--- src/rtl/adc_sample_sched_if.sv ---
// ADC controller handshake: conversion request out, completion strobe and result back.
interface adc_sample_sched_if;
   logic        get_adc_data;
   logic        adc_data_ready;
   logic [11:0] adc_data;

   modport master (output get_adc_data, input adc_data_ready, input adc_data);
   modport slave  (input get_adc_data, output adc_data_ready, output adc_data);
endinterface

--- src/rtl/adc_sample_sched.sv ---
// ADC capture sequencer: button/periodic triggers, bursts of 2^AVG_LOG2 conversions
// averaged into one 12-bit sample, with timeout and trigger-overrun flags.
module adc_sample_sched #(
   parameter int unsigned PERIOD_CYC  = 3200,
   parameter int unsigned AVG_LOG2    = 2,
   parameter int unsigned TIMEOUT_CYC = 256,
   parameter int unsigned GAP_CYC     = 4
) (
   input  logic               clk_3m,
   input  logic               reset_n,
   input  logic               mode,
   input  logic               button_lvl,
   input  logic               err_clr,
   adc_sample_sched_if.master adc,
   output logic [11:0]        sample_out,
   output logic               sample_valid,
   output logic               busy,
   output logic               timeout_err,
   output logic               overrun
);
   localparam int unsigned ACC_W = 12 + AVG_LOG2;
   localparam int unsigned CNT_W = AVG_LOG2 + 1;
   localparam int unsigned PER_W = $clog2(PERIOD_CYC);
   localparam int unsigned TO_W  = $clog2(TIMEOUT_CYC + 1);
   localparam int unsigned GAP_W = $clog2(GAP_CYC + 1);

   localparam logic [CNT_W-1:0] N_SAMP   = CNT_W'(1 << AVG_LOG2);
   localparam logic [PER_W-1:0] PER_LOAD = PER_W'(PERIOD_CYC - 1);
   localparam logic [TO_W-1:0]  TO_LAST  = TO_W'(TIMEOUT_CYC - 1);
   localparam logic [GAP_W-1:0] GAP_LAST = GAP_W'(GAP_CYC - 1);

   typedef enum logic [1:0] {IDLE, CONV, GAP, OUT} state_t;

   state_t             state, state_nx;
   logic               btn_s1, btn_s2, btn_prev;
   logic [PER_W-1:0]   ptmr;
   logic               tick;
   logic               rdy_prev;
   logic [ACC_W-1:0]   acc;
   logic [CNT_W-1:0]   cnt;
   logic [TO_W-1:0]    tcnt;
   logic [GAP_W-1:0]   gcnt;
   logic               pending;

   logic               btn_edge, trigger, rdy_evt;
   logic               start, take, expire;
   logic [ACC_W-1:0]   acc_sum;
   logic [CNT_W-1:0]   cnt_inc;

   assign btn_edge = btn_s2 & ~btn_prev;
   assign trigger  = btn_edge | tick;
   assign rdy_evt  = adc.adc_data_ready & ~rdy_prev;
   assign acc_sum  = acc + ACC_W'(adc.adc_data);
   assign cnt_inc  = cnt + CNT_W'(1);

   assign adc.get_adc_data = (state == CONV);
   assign busy             = (state != IDLE);
   assign sample_valid     = (state == OUT);

   always_comb begin
      state_nx = state;
      start    = 1'b0;
      take     = 1'b0;
      expire   = 1'b0;
      unique case (state)
         IDLE: if (trigger || pending) begin
            start    = 1'b1;
            state_nx = CONV;
         end
         CONV: if (rdy_evt) begin
            take     = 1'b1;
            state_nx = (cnt_inc == N_SAMP) ? OUT : GAP;
         end else if (tcnt == TO_LAST) begin
            expire   = 1'b1;
            state_nx = IDLE;
         end
         GAP:  if (gcnt == GAP_LAST) state_nx = CONV;
         OUT:  state_nx = IDLE;
         default: state_nx = IDLE;
      endcase
   end

   always_ff @(posedge clk_3m or negedge reset_n) begin
      if (!reset_n) state <= IDLE;
      else          state <= state_nx;
   end

   always_ff @(posedge clk_3m or negedge reset_n) begin
      if (!reset_n) begin
         btn_s1   <= 1'b0;
         btn_s2   <= 1'b0;
         btn_prev <= 1'b0;
         rdy_prev <= 1'b0;
         ptmr     <= '0;
         tick     <= 1'b0;
      end else begin
         btn_s1   <= button_lvl;
         btn_s2   <= btn_s1;
         btn_prev <= btn_s2;
         rdy_prev <= adc.adc_data_ready;
         if (!mode) begin
            ptmr <= PER_LOAD;
            tick <= 1'b0;
         end else if (ptmr == '0) begin
            ptmr <= PER_LOAD;
            tick <= 1'b1;
         end else begin
            ptmr <= ptmr - PER_W'(1);
            tick <= 1'b0;
         end
      end
   end

   // sample_out is loaded from the final sum on entry to OUT so it lines up with sample_valid
   always_ff @(posedge clk_3m or negedge reset_n) begin
      if (!reset_n) begin
         acc        <= '0;
         cnt        <= '0;
         tcnt       <= '0;
         gcnt       <= '0;
         sample_out <= '0;
      end else begin
         if (start || expire) begin
            acc <= '0;
            cnt <= '0;
         end else if (take) begin
            acc <= acc_sum;
            cnt <= cnt_inc;
         end
         if (take && (cnt_inc == N_SAMP))
            sample_out <= 12'(acc_sum >> AVG_LOG2);
         tcnt <= (state == CONV && !rdy_evt) ? tcnt + TO_W'(1) : '0;
         gcnt <= (state == GAP) ? gcnt + GAP_W'(1) : '0;
      end
   end

   // A trigger arriving while a pending request is being started stays queued.
   always_ff @(posedge clk_3m or negedge reset_n) begin
      if (!reset_n) begin
         pending     <= 1'b0;
         overrun     <= 1'b0;
         timeout_err <= 1'b0;
      end else begin
         if (state == IDLE) pending <= pending & trigger;
         else if (trigger)  pending <= 1'b1;
         overrun     <= err_clr ? 1'b0 : (overrun | (busy & trigger & pending));
         timeout_err <= err_clr ? 1'b0 : (timeout_err | expire);
      end
   end
endmodule
--- src/flat_wrapper.sv ---
// flat-port wrapper written by rule: the top's interface ports become plain ports
module adc_sample_sched_flat 
#(
   parameter int unsigned PERIOD_CYC  = 3200,
   parameter int unsigned AVG_LOG2    = 2,
   parameter int unsigned TIMEOUT_CYC = 256,
   parameter int unsigned GAP_CYC     = 4
)
  (clk_3m, reset_n, mode, button_lvl, err_clr, sample_out, sample_valid, busy, timeout_err, overrun, adc_get_adc_data, adc_adc_data_ready, adc_adc_data);
  adc_sample_sched_if adc_i ();
  input  logic clk_3m;
  input  logic reset_n;
  input  logic mode;
  input  logic button_lvl;
  input  logic err_clr;
  output logic [11:0] sample_out;
  output logic sample_valid;
  output logic busy;
  output logic timeout_err;
  output logic overrun;
  output wire logic [$bits(adc_i.get_adc_data)-1:0] adc_get_adc_data;
  input wire logic [$bits(adc_i.adc_data_ready)-1:0] adc_adc_data_ready;
  input wire logic [$bits(adc_i.adc_data)-1:0] adc_adc_data;
  assign adc_get_adc_data = adc_i.get_adc_data;
  assign adc_i.adc_data_ready = adc_adc_data_ready;
  assign adc_i.adc_data = adc_adc_data;
  adc_sample_sched #(.PERIOD_CYC(PERIOD_CYC), .AVG_LOG2(AVG_LOG2), .TIMEOUT_CYC(TIMEOUT_CYC), .GAP_CYC(GAP_CYC)) u_core (.clk_3m(clk_3m), .reset_n(reset_n), .mode(mode), .button_lvl(button_lvl), .err_clr(err_clr), .adc(adc_i), .sample_out(sample_out), .sample_valid(sample_valid), .busy(busy), .timeout_err(timeout_err), .overrun(overrun));
endmodule
--- config.mk ---
export PLATFORM = sky130hd
export DESIGN_NAME = adc_sample_sched_flat
export DESIGN_NICKNAME = d
export VERILOG_FILES = /design/src/rtl/adc_sample_sched_if.sv /design/src/rtl/adc_sample_sched.sv /design/src/flat_wrapper.sv
export SDC_FILE = /design/constraint.sdc
export NUM_CORES = 1
export LEC_CHECK = 0
export BUFFER_PORTS_ARGS = -buffer_cell sky130_fd_sc_hd__buf_4
export CORE_MARGIN = 2
export CORE_UTILIZATION = 60
export DETAILED_ROUTE_END_ITERATION = 16
export PLACE_DENSITY = 0.87
export SLEW_MARGIN = 20
export SYNTH_ARGS = -nofsm -noshare
export SYNTH_HDL_FRONTEND = slang
export SYNTH_SLANG_ARGS = --single-unit
--- constraint.sdc ---
create_clock -name clk_3m -period 5.9 [get_ports clk_3m]
set_input_delay 0 -clock clk_3m [delete_from_list [all_inputs] [get_ports clk_3m]]
set_output_delay 0 -clock clk_3m [all_outputs]
set_load 0.02 [all_outputs]
Word-level counts from Yosys, hierarchy flattened --
Index checks and enable logic that the tools add are counted.
Cells by class: $add $sub $neg 5, equality and inequality tests 9, mux-type cells 27, bitwise operators 10, reduce and logical (&&, ||, !) cells 11
Operator list (number):
- two-way mux 14 bit | 2
- two-way mux 12 bit | 2
- adder 14 x 12 -> 14 bit | 1
- two-way mux 1 bit | 14
- zero test 12 bit | 1
- subtractor 12 x 1 -> 12 bit, second input constant | 1
- adder 9 x 1 -> 9 bit, second input constant | 1
- == test 9 x 8 -> 1 bit, second input constant | 1
- two-way mux 3 bit | 3
- two-way mux 9 bit | 1
- two-way mux 2 bit | 4
- case mux 2 bit (4 select lines) | 1
- adder 3 x 1 -> 3 bit, second input constant | 2
- nonzero test 2 bit | 3
- bitwise AND 1 bit | 5
- == test 2 bit, second input constant | 2
- inequality test 2 x 1 -> 1 bit, second input constant | 2
- == test 3 x 2 -> 1 bit, second input constant | 1
- == test 3 bit, second input constant | 1
- inequality test 3 x 1 -> 1 bit, second input constant | 1
- bitwise OR 1 bit | 3
- AND reduction 3 bit | 1
- == test 2 x 1 -> 1 bit, second input constant | 1
- logical AND 1 bit | 2
- 4 further kinds | 6
Word-level totals: register bits after elaboration 63, input bits 18, output and inout bits 17, logic and storage cells 77

Longest topological paths before layout --
word-level depth 8, mapped depth 10, gate-level depth less buffers 8

Least setup slack after synthesis --
OpenSTA, ideal clock, no wires.
kind reg2reg, start reg u_core.acc[0], end reg u_core.sample_out[8], setup time 128 ps, arrival 2026 ps, data required time 5772 ps, slack 3746 ps, cell stages (with the launch flop) 8, path buffers 0, clock period less this slack 2154 ps, cells stage by stage dfrtp_1 > ha_1 > fa_1 > a21o_1 > a221oi_2 > o21ai_1 > xor2_1 > mux2_1
On the way: longest elaborated chain between the ends 1
Ends and longest elaborated chain:
- from (decl) | RTL line adc_sample_sched.sv:39 | logic [ACC_W-1:0] acc;
- from (signal assigned) | RTL line adc_sample_sched.sv:127 | acc <= acc_sum;
- adder 14 x 12 -> 14 bit | RTL line adc_sample_sched.sv:53 | assign acc_sum = acc + ACC_W'(adc.adc_data);
- to (signal assigned) | RTL line adc_sample_sched.sv:131 | sample_out <= 12'(acc_sum >> AVG_LOG2);
- to (decl) | RTL line adc_sample_sched.sv:15 | output logic [11:0] sample_out,
Every way passes these cells. A chain may end at the register's enable or synchronous reset.

Final worst setup path --
start reg u_core.acc[0], end reg u_core.acc[12]
On the way: longest elaborated chain between the ends 3
Ends and longest elaborated chain:
- adder 14 x 12 -> 14 bit | RTL line adc_sample_sched.sv:53
- two-way mux 14 bit | RTL line adc_sample_sched.sv:126 | end else if (take) begin
- two-way mux 14 bit | RTL line adc_sample_sched.sv:123 | if (start || expire) begin
Every way passes these cells. The select of a mux whose other input is x is not followed.

==> metrics.md <==
| Metric | Value |
|---|---|
| Status | `finished clean` |
| Clk_lat worst skew | `0.33 ns` |
| Layout area overhead | `18.8%` |
| Remaining Overflow, GRT | `0` |
| Post-DP HPWL | `4.04 mm` |
| Min-Delay Endpoint | `u_core.acc[0]$_DFFE_PN0P_` |
| Worst reg2reg path endpoint | `u_core.acc[12]$_DFFE_PN0P_` |
| HP Class | `in -> reg` |
| Port Buf Inserts | `34` |
| CTS tree | `done` |
| First drt pass iteration count | `4` |
| Synth Instances | `285` |
| Vias | `2,267` |
| Reg2reg start | `u_core.acc[0]$_DFFE_PN0P_` |
| Transition time of the tightest slew-check pin | `0.764 ns` |
| Largest net degree at the start of global routing | `64` |
| Layout cells sized above 1 | `0.199` |
| Clock sinks | `63` |
| Worst setup path category | `reg -> reg` |
| PwrDens | `392 nW/um^2` |
| Ys flop type | `dfrtp_1` |
| RSZ-0062 raised after global routing | `false` |
| Post-Syn Area | `3120 um^2` |
| Avg Inst Size Synth | `11.0 um^2` |
| Initial antenna violation count | `0` |
| R2R depth | `8` |
| Share of the synthesized area in the top cell type | `0.505` |
| Most frequent cells in the layout | `dfrtp_1, buf_4, nand2_1` |
| Placement-stage cell area | `3450 um^2` |
| Worst Min Path Start | `adc_adc_data[0]` |
| Die outline height | `76.1 um` |
| Post-synth net total | `324` |
| Post-DR vias/cell | `5.58` |
| Clk buf depth | `2` |
| Yosys top cell by area | `dfrtp_1` |
| Starting density of the core | `0.615` |
| Finished Cell Area | `3710 um^2` |
| Final setup viols | `0` |
| Worst setup EP type | `register` |
| First-pass GRT wire length | `9.88 mm` |
| Crit share post-route | `0.413` |
| Commonest non-fill, non-tap cell in the layout | `dfrtp_1` |
| Max Slew Vio Count | `0` |
| Fin Clk Skew | `0.00453 ns` |
| Drt total wl | `5.79 mm` |
| DRT iter0 DRCs | `104` |
| FP Rows | `26` |
| DRC Markers | `0` |
| Max_slew headroom | `0.491` |
| Cells on Worst Hold Path | `3` |
| Antenna diodes | `0` |
| Final core occ | `0.731` |
| Crit-path max FO | `3` |
| I/O pin cnt | `35` |
| EDFF count, synth | `0` |
| CP Data Arrival Time | `2.69 ns` |
| ANT nets after route | `0` |
| CTS root buffer | `clkbuf_8` |
| CTS resizes | `0` |
| Minimum clock period | `2.44 ns` |
| CTS Buf Count | `9` |
| FMAX | `411 MHz` |
| Fillers | `391` |
| Die width | `76.1 um` |
| Yosys reg bits | `63` |
| CP Data Required Time | `6.15 ns` |
| Startpoint types | `register` |
| Yosys warning count | `0` |
| Total die area | `5800 um^2` |
| Main area contributors after synthesis | `dfrtp_1, ha_1, xnor2_1, a22o_1, nand2_1` |
| Htree depth | `3` |
| Max cap viols | `0` |
| Post-synthesis cell type count | `47` |
| Sum Neg Setup Slack | `0 ns` |
| GRT Resource Usage Total | `0.216` |
| Asr flop ratio synth | `1.00` |
| Core area | `5070 um^2` |
| Critical Path Source | `u_core.acc[0]$_DFFE_PN0P_` |
| Wirelength per Cell | `14.2 um` |
| Final count of hold timing violations | `0` |
| Sequential fraction of the synthesis area | `0.505` |
| Nets | `370` |
| R2R Setup Slk | `3.46 ns` |
| Vias in the first global route | `2,214` |
| P_leak | `1.75 nW` |
| GPL Wtd Cong | `0.867` |
| Peak supply drop | `265 uV` |
| Clock Pin Slew Worst Setup and Hold Paths | `0.06 ns` |
[worst max path at each step]
stage                     slack [ns]                          endpoint  cells after the start
after floorplan                 3.75  u_core.sample_out[8]$_DFFE_PN0P_                      7
after global placement          3.58  u_core.sample_out[8]$_DFFE_PN0P_                      4
after global routing            3.31  u_core.sample_out[8]$_DFFE_PN0P_                      4
after detailed placement        3.53  u_core.sample_out[8]$_DFFE_PN0P_                      4
after CTS                       3.49        u_core.acc[12]$_DFFE_PN0P_                      8
final                           3.46        u_core.acc[12]$_DFFE_PN0P_                      8
[final cells by class]
cell class | count | area, um^2 | area share
Clock inverter | 2 | 37.5 | 0.0101
Sequential cell | 63 | 1580 | 0.425
Tap cell | 70 | 87.6 | 0.0236
Multi-Input combinational cell | 206 | 1480 | 0.400
Timing Repair Buffer | 39 | 305 | 0.0823
Inverter | 12 | 45.0 | 0.0121
Clock buffer | 14 | 173 | 0.0466
[Yosys cell counts, types with 6 or more instances]
cell     instances
a22o_1          12
a21oi_1         13
xnor2_1         19
mux2_2           6
dfrtp_1         63
xor2_1           6
nor2_1          24
ha_1            20
a21o_1           6
o21ai_0         10
nand2_1         25
inv_1           11
[registers in the layout, summed over array words and instances (netlist names)]
signal and count:
u_core.overrun 1, u_core.tick 1, u_core.btn_s1 1, u_core.gcnt 3, u_core.acc 14, u_core.btn_s2 1, u_core.tcnt 9, u_core.pending 1
u_core.timeout_err 1, u_core.cnt 3, u_core.rdy_prev 1, u_core.ptmr 12, u_core.state 2, u_core.btn_prev 1, u_core.sample_out 12
[metrics by stage]
stage	hold slack (ns)	cells	setup WS (ns)	total power, mW
after CTS	0.0203	406	3.49	1.46
after global placement	0.112	385	3.58	1.05
after global routing	0.0343	406	3.31	1.54
final	0.0230	406	3.46	1.45
after floorplan	-0.296	285	3.75	0.922
after detailed placement	0.111	385	3.53	1.06
[power by group]
| part | leakage [nW] | internal, mW | switching (mW) |
|---|---|---|---|
| registers | 0.814 | 0.509 | 0.0516 |
| logic | 0.838 | 0.217 | 0.284 |
| clock network | 0.103 | 0.230 | 0.161 |
| total | 1.75 | 0.957 | 0.496 |
[worst max-delay path, cell delays in order, from the launching register on]
cell	delay [ns]
dfrtp_1	0.39
ha_1	0.22
fa_1	0.42
a21o_1	0.22
a221oi_2	0.36
o21ai_1	0.18
a31oi_2	0.26
a21oi_1	0.12
o21ai_1	0.19
[kinds of logic (layout without fill, tap and decap cells)]
family,count (synthesis),count (layout),synth area share
AND/OR/NAND/NOR,91,91,0.149
flip-flops,63,63,0.505
AO/OA/AOI/OAI,60,60,0.136
XOR/XNOR,25,25,0.0701
adder cells (fa/ha/maj),21,21,0.0866
buffers and inverters,16,67,0.0200
multiplexers,9,9,0.0325
[metal layers]
metal  global-route usage  wire length, um  share of wire  vias up
met3               0.0462              233          0.040        9
met1                0.275             2640           0.46     1116
met5                    0                0              0        -
met2                0.354             2820           0.49       39
li1                     -                -              -     1103
met4                0.104               90          0.016        0
[timing repair]
item | in CTS | in global routing
endpoints found under the hold margin | 72 | 0
buffers inserted | 0 | 0
hold buffers | 5 | 0
No activity file was read; power rests on OpenSTA's default activity.
